[src/rtl/tmr_piso_tx_ctrl.sv]
// Upstream sequencer for the triplicated PISO shift register: takes parallel words over
// valid/ready, loads the register, then qualifies its voted serial output LSB first.
module tmr_piso_tx_ctrl #(
  parameter int width = 8,
  parameter int cnt_w = $clog2(width)
) (
  input  logic             clk,
  input  logic             rst,
  input  logic             in_valid,
  input  logic [width-1:0] in_data,
  output logic             in_ready,
  input  logic             abort,
  output logic             reg_enable,
  output logic             reg_load,
  output logic [1:0]       reg_mode,
  output logic             reg_serial_in,
  output logic [width-1:0] reg_parallel_in,
  input  logic             reg_serial_out,
  output logic             tx_bit,
  output logic             tx_bit_valid,
  output logic             tx_last,
  output logic             busy,
  output logic             done,
  input  logic             seu_strobe,
  input  logic [1:0]       seu_sel,
  output logic             tmr_err
);

  typedef enum logic [1:0] {
    IDLE  = 2'b00,
    LOAD  = 2'b01,
    SHIFT = 2'b10
  } state_t;

  localparam logic [cnt_w-1:0] LAST_CNT = cnt_w'(width - 1);

  function automatic logic [1:0] vote_state(input logic [1:0] a, input logic [1:0] b,
                                            input logic [1:0] c);
    return (a & b) | (a & c) | (b & c);
  endfunction

  function automatic logic [cnt_w-1:0] vote_cnt(input logic [cnt_w-1:0] a,
                                                input logic [cnt_w-1:0] b,
                                                input logic [cnt_w-1:0] c);
    return (a & b) | (a & c) | (b & c);
  endfunction

  logic [1:0]       r_state [3];
  logic [cnt_w-1:0] r_cnt   [3];
  logic [width-1:0] r_data;
  logic             r_in_ready;
  logic             r_enable;
  logic             r_load;
  logic             r_tx_bit_valid;
  logic             r_tx_last;
  logic             r_done;
  logic             r_tmr_err;

  state_t           w_state;
  state_t           w_nstate;
  logic [cnt_w-1:0] w_cnt;
  logic [cnt_w-1:0] w_ncnt;
  logic             w_last;
  logic             w_accept;
  logic             w_mis;

  assign w_state = state_t'(vote_state(r_state[0], r_state[1], r_state[2]));
  assign w_cnt   = vote_cnt(r_cnt[0], r_cnt[1], r_cnt[2]);
  assign w_last  = (w_state == SHIFT) && (w_cnt == LAST_CNT);

  // Next state is always derived from the voted value, so every copy is rewritten each cycle.
  always_comb begin
    w_nstate = w_state;
    w_ncnt   = w_cnt;
    w_accept = 1'b0;
    case (w_state)
      IDLE: begin
        if (in_valid) begin
          w_nstate = LOAD;
          w_accept = 1'b1;
        end
      end
      LOAD: begin
        w_ncnt   = '0;
        w_nstate = abort ? IDLE : SHIFT;
      end
      SHIFT: begin
        w_ncnt   = w_last ? '0 : w_cnt + cnt_w'(1);
        w_nstate = (w_last || abort) ? IDLE : SHIFT;
      end
      default: begin
        w_nstate = IDLE;
        w_ncnt   = '0;
      end
    endcase
  end

  always_comb begin
    w_mis = 1'b0;
    for (int i = 0; i < 3; i++) begin
      if ((r_state[i] != w_state) || (r_cnt[i] != w_cnt)) w_mis = 1'b1;
    end
  end

  // Outputs are registered from the voted next state so they line up with the FSM state.
  always_ff @(posedge clk or negedge rst) begin
    if (!rst) begin
      for (int i = 0; i < 3; i++) begin
        r_state[i] <= IDLE;
        r_cnt[i]   <= '0;
      end
      r_data         <= '0;
      r_in_ready     <= 1'b1;
      r_enable       <= 1'b0;
      r_load         <= 1'b0;
      r_tx_bit_valid <= 1'b0;
      r_tx_last      <= 1'b0;
      r_done         <= 1'b0;
      r_tmr_err      <= 1'b0;
    end else begin
      for (int i = 0; i < 3; i++) begin
        r_state[i] <= w_nstate;
        r_cnt[i]   <= w_ncnt ^ ((seu_strobe && (seu_sel == 2'(i))) ? cnt_w'(1) : '0);
      end
      if (w_accept) r_data <= in_data;
      r_in_ready     <= (w_nstate == IDLE);
      r_enable       <= (w_nstate != IDLE);
      r_load         <= (w_nstate == LOAD);
      r_tx_bit_valid <= (w_nstate == SHIFT);
      r_tx_last      <= (w_nstate == SHIFT) && (w_ncnt == LAST_CNT);
      r_done         <= w_last && !abort;
      r_tmr_err      <= w_mis;
    end
  end

  assign in_ready        = r_in_ready;
  assign reg_enable      = r_enable;
  assign reg_load        = r_load;
  assign reg_mode        = 2'b10;
  assign reg_serial_in   = 1'b0;
  assign reg_parallel_in = r_data;
  assign tx_bit          = reg_serial_out;
  assign tx_bit_valid    = r_tx_bit_valid;
  assign tx_last         = r_tx_last;
  assign busy            = r_enable;
  assign done            = r_done;
  assign tmr_err         = r_tmr_err;

endmodule

[config.mk]
export PLATFORM = sky130hd
export DESIGN_NAME = tmr_piso_tx_ctrl
export DESIGN_NICKNAME = d
export VERILOG_FILES = /design/src/rtl/tmr_piso_tx_ctrl.sv
export SDC_FILE = /design/constraint.sdc
export NUM_CORES = 1
export LEC_CHECK = 0
export CAP_MARGIN = 20
export CORE_MARGIN = 2
export CORE_UTILIZATION = 38
export CTS_CLUSTER_SIZE = 20
export DETAILED_ROUTE_END_ITERATION = 6
export PLACE_DENSITY_LB_ADDON = 0.25
export SLEW_MARGIN = 20
export SYNTH_ARGS = -nofsm -noshare
export SYNTH_HDL_FRONTEND = slang
export SYNTH_SLANG_ARGS = --single-unit
[constraint.sdc]
create_clock -name clk -period 1.9 [get_ports clk]
set_clock_uncertainty 0.05 [all_clocks]
set_input_delay 0.285 -clock clk [delete_from_list [all_inputs] [get_ports clk]]
set_output_delay 0.285 -clock clk [all_outputs]
set_load 0.01 [all_outputs]
After elaboration in Yosys (flattened, before gate mapping)
Index checks and enable logic that the tools add are counted.
{ "word_totals": {"register_bits": 26, "latchBits": 0, "mem_bits_rw": 0, "romBits": 0, "inputBits": 16, "out_inout_bits": 20, "wordCells": 65, "n_memories": 0} }
{ "op_classes": {"n_addsub": 1, "mul": 0, "div": 0, "magnitude_cmp": 0, "n_eq_ne": 12, "shift": 0, "muxes": 14, "bitwise": 11, "reduce_logical": 15} }
{ "ops": {"columns": ["cell", "n"], "rows": [
  ["3-bit AND", 3],
  ["3-bit != test", 3],
  ["3-bit by 1-bit XOR with 3-bit output", 3],
  ["1-bit two-way mux", 8],
  ["2-bit by 1-bit equality test with 1-bit output, second input constant", 3],
  ["2-bit equality test, second input constant", 3],
  ["3-bit equality test, second input constant", 2],
  ["1-bit logical AND", 6],
  ["2-bit logical NOT", 3],
  ["2-bit two-way mux", 3],
  ["3-bit bitwise OR", 2],
  ["2-bit case mux with 3 select lines", 1],
  ["3-bit case mux with 2 select lines", 1],
  ["1-bit logical OR", 4],
  ["2-bit bitwise OR", 2],
  ["3-bit by 1-bit adder with 3-bit output, second input constant", 1],
  ["3-bit two-way mux", 1],
  ["2-bit AND", 1],
  ["2-bit != test", 1],
  ["2-bit nonzero test", 1],
  ["1-bit logical NOT", 1]
]} }

Logic depth before layout (Yosys ltp)
Gate-level depths: netlist of run 1.
{ "depth": {"depth_word": 10, "depth_mapped": 6, "depth_no_buf": 6} }

Worst setup path before layout of run 1
No wires, ideal clock.
{ "synth_path": {"kind": "register to register", "start": "reg r_cnt[3] (netlist name)", "end": "reg r_tx_last (netlist: tx_last)", "setup_time_ps": 66, "t_arrival_ps": 1696, "t_required_ps": 1784, "setup_slack_ps": 87, "stages_incl_launch_ff": 7, "path_buffers": 0, "synth_period_minus_slack_ps": 1813, "path_cell_list": "dfrtp_1 maj3_2 ha_1 ha_1 nor3b_2 mux2_4 and4_4"} }
{ "synth_between": {"elab_chain_cells": 10, "elab_cells_between_ends": 15, "cone_classes": "1 x add/sub; 3 x eq/ne; 4 x mux; 4 x bitwise; 3 x reduce/logical"} }
{ "synth_rtl": {"columns": ["item", "line_no", "source"], "rows": [
  ["start: declaration", "49", "logic [cnt_w-1:0] r_cnt [3];"],
  ["start signal: indexed assignment", "123", "r_cnt[i] <= w_ncnt ^ ((seu_strobe && (seu_sel == 2'(i))) ? cnt_w'(1) : '0);"],
  ["3-bit AND", "45", "return (a & b) | (a & c) | (b & c);"],
  ["3-bit bitwise OR", "45", null],
  ["3-bit bitwise OR *", "45", null],
  ["branches (longest 6 deep; another with 3-bit by 1-bit adder with 3-bit output)", null, null],
  ["1-bit logical AND *", "130", "r_tx_last <= (w_nstate == SHIFT) && (w_ncnt == LAST_CNT);"],
  ["end signal: assignment", "130", null],
  ["end: declaration", "55", "logic r_tx_last;"]
]} }
Every way passes the cells marked *.
A chain may end at the register's enable or synchronous reset.

Worst setup path in the final report of run 1
Same ends and word-level chain as after synthesis.

==> summary.txt, run 1 <==
Clock H-tree levels: 1
Max clock buf depth: 2
Clock Pin Slew Worst Setup and Hold Paths: 0.12 ns
Clock power share: 18.4%
Routed via count: 621
Fin crit period: 1.87 ns
Clock net sink count: 22
Ant diodes: 0
Area Overhead vs Synth: 42.0%
Initial Util: 38.9%
Via/cell ratio: 4.74
Row Count: 18
Xor and xnor area share after synthesis: 2.80%
Root Buffer: clkbuf_4
Syn Std Cell Area: 938 um^2
Commonest non-fill, non-tap cells in the layout: clkdlybuf4s50_1 (30), dfrtp_1 (21), mux2_2 (8)
Syn Area/Cell: 13.8 um^2
CTS tree: built
CTS Buf Count: 3
# DRC: 0
Kind of critical path: reg2reg
Max reg flops: 8
Nets: 120
Fin. max-slew vios: 0
Tot Pwr: 1.38 mW
Combinational power share: 35.4%
Number of global-route vias before repair: 627
Avg WL per Cell: 12.9 um
Multi-input gate area: 377 um^2
IO Port Bufs: 30
Die area: 0.00288 mm^2
Post-DP HPWL: 1220 um
Switching Share: 28.1%
Syn Inst Count: 68
Yosys warns: 0
GP Congestion: 0.823
Drt first-iter violations: 10
Post-Route WL: 1690 um
Seq/Total Area, Yosys: 58.8%
Pre-antenna DRT Iters: 4
Setup violations, final: 0
RSZ-0062 raised after global routing: true
Overflow after GRT: 0
Commonest non-fill, non-tap cell in the layout: clkdlybuf4s50_1
First-pass GRT wire length: 2780 um
Synth Area in Simple Gates: 14.1%
Cts-stage hold buffer count: 0
Fillers: 216
Skew-Pair Late Insertion Delay: 0.30 ns
I/O pins: 36
Compound-gate portion of the synthesized area: 3.20%
CP endpoint kind: flip-flop
Internal: 0.990 mW
Reg area: 552 um^2
Max-cap violations: 0
Max Freq: 536 MHz
Status: complete, no violations
Core box area: 0.00241 mm^2
Seq cells post-synth: 22
Remaining antenna violation count: 0
Final core utilization: 55.3%
Largest family of logic cells by synthesized area: simple AND/OR/NAND/NOR gates
Final period util: 98.2%
Share of layout cells above drive strength 1: 27.7%
Worst ir drop on vdd: 0.000612 V
Count of cell types in the netlist: 25
Die X-Extent: 53.7 um
Setup ws final: 0.0346 ns
Final hold vios: 0
Seq pwr share: 46.2%
P per Cell Area: 1030 mW/mm^2
Critical path fanouts, max: 4
Height of the die: 53.7 um
Adder-cell share of the synthesized area: 3.87%
GRT Resource Usage Total: 13.6%
Post-synthesis mux area share: 11.2%
Critical Path RT: 2.10 ns
P_sw: 0.388 mW
Largest net degree at the start of global routing: 23
Leakage power: 0.560 nW
Antenna violations before repair: 0
Worst Path Arrival: 2.07 ns
Hold Crit Class: in2async
Place WS: -0.0246 ns
Hold Slack: 0.279 ns
Startpoint types: flip-flop
==> power groups by stage <==
stage	Sequential (mW)	Clock, mW	Combinational [mW]
floorplan	0.670	0	0.198
global placement	0.640	0	0.415
detailed placement	0.645	0	0.422
CTS	0.632	0.267	0.460
global route	0.652	0.290	0.530
finish	0.636	0.254	0.488
==> final timing paths <==
| check | startpoint | endpoint | slack (ns) | cells after the start |
|---|---|---|---|---|
| setup / recovery | r_cnt[3]$_DFF_PN0_ | tx_last$_DFF_PN0_ | 0.03 | 6 |
| hold / removal | rst | reg_parallel_in[4]$_DFFE_PN0P_ | 0.28 | 2 |
| setup reg to reg | r_cnt[3]$_DFF_PN0_ | tx_last$_DFF_PN0_ | 0.03 | 6 |
| hold reg to reg | reg_parallel_in[1]$_DFFE_PN0P_ | reg_parallel_in[1]$_DFFE_PN0P_ | 0.47 | 1 |
| max in group asynchronous | rst | in_ready$_DFF_PN1_ | 1.25 | 2 |
| min in group clk | reg_parallel_in[1]$_DFFE_PN0P_ | reg_parallel_in[1]$_DFFE_PN0P_ | 0.47 | 1 |
==> synthesized netlist by cell type <==
library cell  count  area share [%]
conb_1            2            0.80
buf_4             5             4.0
nor2b_1           1            0.67
nor3b_1           1            0.80
dfrtp_1          21              56
mux2_2            8             9.6
nor2_1            3             1.2
or2_2             1            0.67
and2_1            2             1.3
maj3_2            1             1.2
dfstp_2           1             2.8
and4_4            1             1.2
xnor2_1           2             1.9
xor2_1            1            0.93
buf_6             1             1.2
nor3b_2           1             1.3
ha_1              2             2.7
nor3_1            1            0.53
nand2b_1          2             1.3
and3_2            1            0.80
o21ba_2           2             2.1
a21oi_1           2             1.1
nor4bb_1          1             1.1
nand3b_1          4             3.2
mux2_4            1             1.6
==> metrics by stage <==
stage | instance area, um^2 | setup TNS, ns | std cells
after detailed placement | 1240 | -0.0246 | 124
after global placement | 1240 | 0 | 124
after CTS | 1300 | 0 | 131
after floorplan | 942 | 0 | 69
final | 1330 | 0 | 131
after global routing | 1330 | -0.0356 | 131
==> critical path, cell delays in order (launching register included) <==
cell and delay, ns:
dfrtp_1 0.42, maj3_2 0.36, ha_4 0.18, ha_4 0.17, nor3b_4 0.20, mux2_4 0.22, and4_4 0.21
==> per-layer routing <==
metal | part of all wire [%] | track usage, % | vias to the layer above
li1 | - | - | 290
met1 | 41 | 17.1 | 305
met2 | 52 | 21.7 | 20
met3 | 4.0 | 2.78 | 6
met4 | 2.8 | 7.69 | 0
met5 | 0 | 0 | -
==> cell type report <==
cell class	instances	area share [%]
repair buffers	34	24.8
flip-flops and latches	22	41.4
clock buffers	4	2.72
well taps	30	2.82
multi-input cells	41	28.3
==> repair_timing <==
item,CTS,global route
buffers inserted,3,0
endpoints found under the setup margin,1,4
pin swaps,2,4
gates resized for setup,2,4
==> logic make-up (layout without fill, tap and decap cells) <==
| logic type | after synthesis | in the layout |
|---|---|---|
| DFF | 22 | 22 |
| adders and majority gates | 3 | 3 |
| AOI/OAI and AO/OA | 4 | 4 |
| xor gates and xnor gates | 3 | 3 |
| buffers and inverters | 6 | 38 |
| muxes | 9 | 9 |
| and+or+nand+nor | 19 | 19 |
| other | 2 | 3 |
Power figures use the tool's default switching activity.
==> inputs of run 2 (changes only) <==
CTS_CLUSTER_DIAMETER = 80   (was unset)
==> results of run 2 <==
Same layout as run 1: the final DEF is identical, and so are final timing and power.
